`src/rtl/bram_port_arbiter_pkg.sv`:
```
// bram_arb_pkg: shared types and helpers for bram_port_arbiter.
package bram_arb_pkg;

    localparam int LAT_NOREG = 1;
    localparam int LAT_REG   = 2;
    localparam int ID_MAX_W  = 3;

    function automatic int clog2_min1(input int n);
        return (n > 2) ? $clog2(n) : 1;
    endfunction

    // Sized for the largest supported requester count; the top slices it down.
    typedef struct packed {
        logic                valid;
        logic [ID_MAX_W-1:0] id;
    } rd_track_t;

endpackage

```
`src/rtl/bram_port_arbiter_pick.sv`:
```
// bram_arb_pick: combinational priority picker searching upward from a start index with wrap.
module bram_arb_pick #(
    parameter int N  = 4,
    parameter int IW = 2
) (
    input  logic [N-1:0]  req,
    input  logic [IW-1:0] start,
    output logic [N-1:0]  gnt,
    output logic [IW-1:0] idx,
    output logic          hit
);

    int j;

    // Walk from lowest priority to highest so the nearest requester overwrites.
    always_comb begin
        gnt = '0;
        idx = '0;
        hit = 1'b0;
        j   = 0;
        for (int k = N - 1; k >= 0; k--) begin
            j = (int'(start) + k) % N;
            if (req[j]) begin
                gnt    = '0;
                gnt[j] = 1'b1;
                idx    = IW'(j);
                hit    = 1'b1;
            end
        end
    end

endmodule

```
`src/rtl/bram_port_arbiter.sv`:
```
// bram_port_arbiter: shares one BRAM port among NUM_REQ requesters and tags read responses.
// Define BRAM_ARB_RR_EN for round-robin arbitration; otherwise fixed priority, lowest index wins.
module bram_port_arbiter
    import bram_arb_pkg::*;
#(
    parameter int NUM_REQ      = 4,
    parameter int NB_COL       = 4,
    parameter int COL_WIDTH    = 8,
    parameter int ADDR_WIDTH   = 9,
    parameter int READ_LATENCY = 2
) (
    input  logic                                   clk,
    input  logic                                   rst,
    input  logic [NUM_REQ-1:0]                     req_valid,
    output logic [NUM_REQ-1:0]                     req_ready,
    input  logic [NUM_REQ-1:0]                     req_we,
    input  logic [NUM_REQ*ADDR_WIDTH-1:0]          req_addr,
    input  logic [NUM_REQ*NB_COL*COL_WIDTH-1:0]    req_wdata,
    input  logic [NUM_REQ*NB_COL-1:0]              req_be,
    output logic                                   rsp_valid,
    output logic [clog2_min1(NUM_REQ)-1:0]         rsp_id,
    output logic [NB_COL*COL_WIDTH-1:0]            rsp_rdata,
    output logic                                   bram_en,
    output logic [NB_COL-1:0]                      bram_we,
    output logic [ADDR_WIDTH-1:0]                  bram_addr,
    output logic [NB_COL*COL_WIDTH-1:0]            bram_din,
    output logic                                   bram_regce,
    input  logic [NB_COL*COL_WIDTH-1:0]            bram_dout
);

    localparam int DW  = NB_COL * COL_WIDTH;
    localparam int IDW = clog2_min1(NUM_REQ);

    logic [NUM_REQ-1:0] gnt;
    logic [IDW-1:0]     idx;
    logic [IDW-1:0]     ptr;
    logic               hit;
    logic               take;
    logic               wr;
    rd_track_t [READ_LATENCY-1:0] trk_d;
    rd_track_t [READ_LATENCY-1:0] trk_q;

    bram_arb_pick #(.N(NUM_REQ), .IW(IDW)) u_pick (
        .req   (req_valid),
        .start (ptr),
        .gnt   (gnt),
        .idx   (idx),
        .hit   (hit)
    );

`ifdef BRAM_ARB_RR_EN
    logic [IDW-1:0] ptr_d;
    logic [IDW-1:0] ptr_q;

    always_comb ptr_d = !take ? ptr_q : (idx == IDW'(NUM_REQ - 1)) ? '0 : idx + 1'b1;

    always_ff @(posedge clk or posedge rst)
        if (rst) ptr_q <= '0;
        else     ptr_q <= ptr_d;

    assign ptr = ptr_q;
`else
    assign ptr = '0;
`endif

    always_comb begin
        take      = hit & ~rst;
        wr        = take & req_we[idx];
        req_ready = take ? gnt : '0;
        bram_en   = take;
        bram_addr = take ? req_addr[idx*ADDR_WIDTH +: ADDR_WIDTH] : '0;
        bram_we   = wr ? req_be[idx*NB_COL +: NB_COL] : '0;
        bram_din  = wr ? req_wdata[idx*DW +: DW] : '0;
        trk_d[0].valid = take & ~req_we[idx];
        trk_d[0].id    = ID_MAX_W'(idx);
        for (int s = 1; s < READ_LATENCY; s++) trk_d[s] = trk_q[s-1];
    end

    // Clearing the tracker on reset drops in-flight reads.
    always_ff @(posedge clk or posedge rst)
        if (rst) trk_q <= '0;
        else     trk_q <= trk_d;

    assign rsp_valid  = trk_q[READ_LATENCY-1].valid;
    assign rsp_id     = trk_q[READ_LATENCY-1].id[IDW-1:0];
    assign rsp_rdata  = rsp_valid ? bram_dout : '0;
    assign bram_regce = ~rst & ((READ_LATENCY == LAT_NOREG) | trk_q[0].valid);

endmodule

```
`config.mk`:
```
export PLATFORM = sky130hd
export DESIGN_NAME = bram_port_arbiter
export DESIGN_NICKNAME = d
export VERILOG_FILES = /design/src/rtl/bram_port_arbiter_pkg.sv /design/src/rtl/bram_port_arbiter_pick.sv /design/src/rtl/bram_port_arbiter.sv
export SDC_FILE = /design/constraint.sdc
export NUM_CORES = 1
export LEC_CHECK = 0
export CAP_MARGIN = 20
export CORE_AREA = 2 2 121 123
export DETAILED_ROUTE_END_ITERATION = 8
export DIE_AREA = 0 0 123 125
export PLACE_DENSITY = 0.52
export SKIP_LAST_GASP = 1
export SLEW_MARGIN = 20
export SYNTH_ARGS = -nofsm -noshare
export SYNTH_HDL_FRONTEND = slang
export SYNTH_SLANG_ARGS = --single-unit
```
`constraint.sdc`:
```
create_clock -name clk -period 1.89 [get_ports clk]
set_input_delay 0.378 -clock clk [delete_from_list [all_inputs] [get_ports clk]]
set_output_delay 0.378 -clock clk [all_outputs]
set_load 0.01 [all_outputs]
```
==> qor.yml, run 1 <==
finish:
  drive_gt1_frac: 0.264
  fillCellCount: 1472
  most-common-layout-cells: "237 x clkdlybuf4s50_1, 46 x nand2_1, 45 x a22o_1"
  area_growth_pct: 226
  multi_input_area_mm2: 0.00173
  fin_nets: 826
  final_common_cell: "clkdlybuf4s50_1"
  final-seq-area_um2: 150
clock_network:
  numCtsBuffers: 3
  cts_max_level: 1
  clk_latency_ns: 0.22
  cts.sink_count: 6
  hold_buffers: 0
  clkSlewWorstSetupHoldPaths_ns: 0.03
  clk_path_buf_depth: 2
  cts_tree: "built"
  root_buffer: "clkbuf_16"
timing:
  tns_ns: -4.18
  tightest_slew_ns: 0.341
  drv_slew: 0
  hold_violations: 0
  max_slew_margin: 0.773
  finalCritPeriodShare: 1.09
  fmax_ghz: 0.485
  setup_ws_ns: -0.172
  setup_viol: 35
  rsz0062_at_grt: "true"
  min_period_ns: 2.06
  skew_ns: 0.00116
pwr:
  p_sw_uw: 554
  p_comb_frac: 0.735
  leakagePower_nw: 2.49
  internal-power_mw: 1.24
  vdd_drop_max_uv: 227
  p_seq_frac: 0.079
  p_per_area_mw_per_mm2: 312
  p_sw_frac: 0.308
  clkPwrFrac: 0.187
  p_total_mw: 1.80
worst_setup_path:
  cp-start-kind: "input pin"
  cp_max_fo: 22
  setup.worst_path.end_class: "output pin"
  crit_buf_inv: 4
  crit_chain: "buf_4 -> nor2b_4 -> buf_4 -> buf_12 -> and2_1 -> clkdlybuf4s50_1"
  crit_family: "buffers and inverters"
  cpPeakStageDelay_ns: 0.55
  critPathRequiredTime_ns: 1.51
  critPathArrivalTime_ns: 1.68
  worstSetupPathType: "in2out"
  crit_top_cell: "buf_4"
  slowest_stage: "clkdlybuf4s50_1"
drt:
  vias_per_cell: 4.47
  antenna_left: 0
  wirelength_mm: 13.9
  drtIter0Drc: 157
  drc: 0
  num_vias: 3521
  dr.pass1.iters: 4
  wl_per_cell_um: 17.7
die:
  coreArea_mm2: 0.0142
  die_y_um: 125
  io_pins: 308
  row_count: 44
  die_w_um: 123
  fp.dieArea_mm2: 0.0154
  start_util: 0.125
synthesis:
  seq_area_frac_synth: 0.0849
  avgSynthCellArea_um2: 6.46
  synth.ff_latch_count: 6
  yosysUniqueCellTypes: 22
  synth_area_mm2: 0.00177
  syn_nets: 496
  ys_warn_count: 0
  syn_inst: 274
  synth-edff-count: 0
  async_flop_share: 1.00
  synthFlopType: "dfrtp_1"
grt:
  grt_pass1_wl_mm: 19.7
  antenna_found_initial: 1
  grt_overflow: 0
  grt_max_degree: 34
  grt_pass1_vias: 3652
  grt_usage: 0.164
job:
  drv_cap: 0
run_status:
  outcome: "complete, but fails checks"
  violations: "negative setup slack"
place:
  io_buffers: 307
  place.gp.congestion: 0.861
  dp_hpwl_mm: 10.2
min_path:
  min_path_type: "in2async"
## cell usage after synthesis, drive strengths merged, types with 2 or more instances
master	count	share of area
nand2	47	0.10
a22o	45	0.22
a21oi	44	0.12
a22oi	44	0.19
and2	33	0.12
buf	16	0.049
clkbuf	16	0.034
dfrtp	6	0.085
nor2	5	0.011
nor2b	4	0.014
nor3	3	0.0085
and3	2	0.0071
inv	2	0.0042
## cell type report
cell class / instances / area share
multi-input combinational: 234 / 0.300
tap: 184 / 0.0399
timing repair buffer: 357 / 0.620
inverter: 2 / 0.00130
sequential: 6 / 0.0260
clock buffer: 3 / 0.0130
antenna: 1 / 0.000434
## stage by stage
step | util | std cells | setup WS, ns | instance area [µm²] | hold slack [ns]
final | 0.406 | 787 | -0.172 | 5770 | 0.296
after global routing | 0.406 | 787 | -0.226 | 5770 | 0.330
after CTS | 0.396 | 785 | -0.238 | 5630 | 0.301
after detailed placement | 0.371 | 760 | -0.990 | 5270 | 0.335
after global placement | 0.371 | 760 | -1.02 | 5270 | 0.332
after floorplan | - | 274 | 0.0873 | 1770 | 0.192
## worst paths after layout
check                      slack, ns    startpoint  cells past startpoint      endpoint
setup reg to reg                1.38      trk_d[7]                      0     rsp_valid
hold reg to reg                 0.34      trk_d[4]                      0     rsp_id[0]
setup / recovery               -0.17  req_valid[0]                      6  req_ready[1]
min in group clk                0.34      trk_d[4]                      0     rsp_id[0]
max in group asynchronous       1.47           rst                      3     rsp_id[0]
hold / removal                  0.30           rst                      3      trk_d[5]
## state kept, by name, summed over array words and instances, names as in the netlist
name,flops
trk_d,3
rsp_valid,1
rsp_id,2
## logic make-up (layout without fill, tap and decap cells)
| family | count (synthesis) | count (layout) | synth area share |
|---|---|---|---|
| AO/OA/AOI/OAI | 137 | 137 | 0.559 |
| buffers and inverters | 34 | 362 | 0.0870 |
| flip-flops | 6 | 6 | 0.0849 |
| other | 0 | 1 | 0 |
| AND/OR/NAND/NOR | 97 | 97 | 0.269 |
## metal layers
layer / vias to the layer above / part of all wire / global-route usage
met5: - / 0 / 0
met4: 0 / 0.016 / 0.0394
met3: 18 / 0.085 / 0.0356
met2: 181 / 0.52 / 0.315
met1: 1629 / 0.38 / 0.178
li1: 1693 / - / -
## repair_timing
| item | 4_1_cts | 5_1_grt |
|---|---|---|
| gates cloned | 6 | 1 |
| pin swaps | 12 | 14 |
| setup endpoints to repair | 52 | 58 |
| hold endpoints to repair | 0 | 0 |
| buffers inserted | 16 | 3 |
| gates resized for setup | 259 | 44 |
## power by group through the flow
stage	Clock, mW	Combinational [mW]	Sequential (mW)
3_5_place_dp	0	1.19	0.143
2_1_floorplan	0	0.366	0.145
5_1_grt	0.356	1.40	0.142
6_report	0.336	1.32	0.141
4_1_cts	0.345	1.31	0.142
3_3_place_gp	0	1.19	0.143
Power figures use the tool's default switching activity.
==> run 2: changes to the inputs <==
--- a/config.mk
+++ b/config.mk
@@ -10,7 +10,6 @@
 export DETAILED_ROUTE_END_ITERATION = 8
 export DIE_AREA = 0 0 123 125
 export PLACE_DENSITY = 0.52
-export SKIP_LAST_GASP = 1
 export SLEW_MARGIN = 20
 export SYNTH_ARGS = -nofsm -noshare
 export SYNTH_HDL_FRONTEND = slang
==> constraint.sdc (replaced) <==
create_clock -name clk -period 1.89 [get_ports clk]
set_input_delay 0.378 -clock clk [delete_from_list [all_inputs] [get_ports clk]]
set_output_delay 0.378 -clock clk [all_outputs]
set_load 0.02 [all_outputs]
==> qor.yml, run 2 (same netlist as run 1, synthesis figures left out) <==
run_status:
  outcome: "complete, but fails checks"
  violations: "negative setup slack"
drt:
  antenna_left: 0
  vias_per_cell: 4.53
  num_vias: 3581
  dr.pass1.iters: 6
  wl_per_cell_um: 18.6
  drc: 0
  wirelength_mm: 14.7
  drtIter0Drc: 103
timing:
  min_period_ns: 2.19
  fmax_ghz: 0.457
  drv_slew: 0
  setup_ws_ns: -0.298
  hold_violations: 0
  rsz0062_at_grt: "true"
  hold_slack_ns: 0.327
  setup_viol: 46
  tightest_slew_ns: 0.484
  finalCritPeriodShare: 1.16
  skew_ns: 0.00240
  max_slew_margin: 0.677
place:
  place.gp.congestion: 0.864
  dpl_worst_slack_ns: -1.08
  dp_cells: 756
  placed_cell_area_mm2: 0.00523
  io_buffers: 307
  dp_hpwl_mm: 10.7
finish:
  most-common-layout-cells: "217 x clkdlybuf4s50_1, 47 x nand2_1, 45 x a22o_1"
  final_common_cell: "clkdlybuf4s50_1"
  largest_reg_flops: 3
  instances_no_fill: 791
  fin_nets: 831
  multi_input_area_mm2: 0.00177
  area_growth_pct: 240
  fin_util: 0.423
  diodes: 0
  final-seq-area_um2: 150
  drive_gt1_frac: 0.270
  fillCellCount: 1407
  postLayoutCellArea_mm2: 0.00601
clock_network:
  clk_path_buf_depth: 2
  cts.sink_count: 6
  clkSlewWorstSetupHoldPaths_ns: 0.04
  numCtsBuffers: 3
  root_buffer: "clkbuf_16"
  hold_buffers: 0
  cts_tree: "built"
  clk_latency_ns: 0.23
  cts_max_level: 1
die:
  start_util: 0.125
  die_y_um: 125
  die_w_um: 123
  row_count: 44
  coreArea_mm2: 0.0142
  fp.dieArea_mm2: 0.0154
  io_pins: 308
grt:
  grt_pass1_wl_mm: 20.4
  grt_max_degree: 34
  grt_usage: 0.170
  antenna_found_initial: 0
  grt_overflow: 0
  grt_pass1_vias: 3695
pwr:
  p_per_area_mw_per_mm2: 326
  leakagePower_nw: 2.49
  vdd_drop_max_uv: 178
worst_setup_path:
  setup.worst_path.end_class: "output pin"
  cp_max_fo: 5
  critPathArrivalTime_ns: 1.81
  worstSetupPathType: "in2out"
  cp-start-kind: "input pin"
  critPathRequiredTime_ns: 1.51
job:
  drv_cap: 0
min_path:
  min_path_type: "in2async"
-- run 2: worst paths after layout --
check | start | to | slack [ns] | cells past startpoint
worst max-delay path | req_valid[1] | bram_din[7] | -0.30 | 9
worst min-delay path | rst | rsp_valid | 0.33 | 3
worst max register to register | trk_d[7] | rsp_valid | 1.40 | 0
worst min register to register | trk_d[4] | rsp_id[0] | 0.35 | 0
max in group asynchronous | rst | rsp_id[0] | 1.43 | 3
min in group clk | trk_d[4] | rsp_id[0] | 0.35 | 0
-- run 2: cell type report --
type	instances	share of cell area
Tap cell	184	0.0383
Sequential cell	6	0.0250
Multi-Input combinational cell	234	0.295
Timing Repair Buffer	362	0.628
Inverter	2	0.00125
Clock buffer	3	0.0125
-- run 2: repair_timing --
action	CTS	global route
resized for setup	323	90
pin swaps	11	8
buffers inserted	19	8
gates cloned	5	4
endpoints found under the setup margin	83	45
-- run 2: power by group --
group	switching, mW	internal (mW)	leakage (nW)
logic	0.592	0.880	2.37
clock network	0.0749	0.272	0.0370
registers	0.00394	0.138	0.0772
total	0.670	1.29	2.49
-- run 2: worst max-delay path, cell delays in order --
cell     delay [ns]
buf_12         0.11
nor2b_4        0.12
a221o_1        0.38
o21ai_4        0.25
buf_6          0.16
buf_12         0.12
buf_6          0.10
a21oi_2        0.03
buf_4          0.16
-- run 2: per-stage QoR --
stage | power (mW) | setup TNS (ns)
CTS | 1.86 | -8.06
floorplan | 0.599 | -0.0735
finish | 1.96 | -9.34
global route | 2.07 | -12.72
detailed placement | 1.41 | -50.44
global placement | 1.40 | -49.66
-- run 2: layer usage --
layer,vias up,GRT usage,part of all wire
met2,182,0.317,0.53
met1,1676,0.200,0.38
met3,20,0.0269,0.075
met5,-,0,0
li1,1703,-,-
met4,0,0.0388,0.018
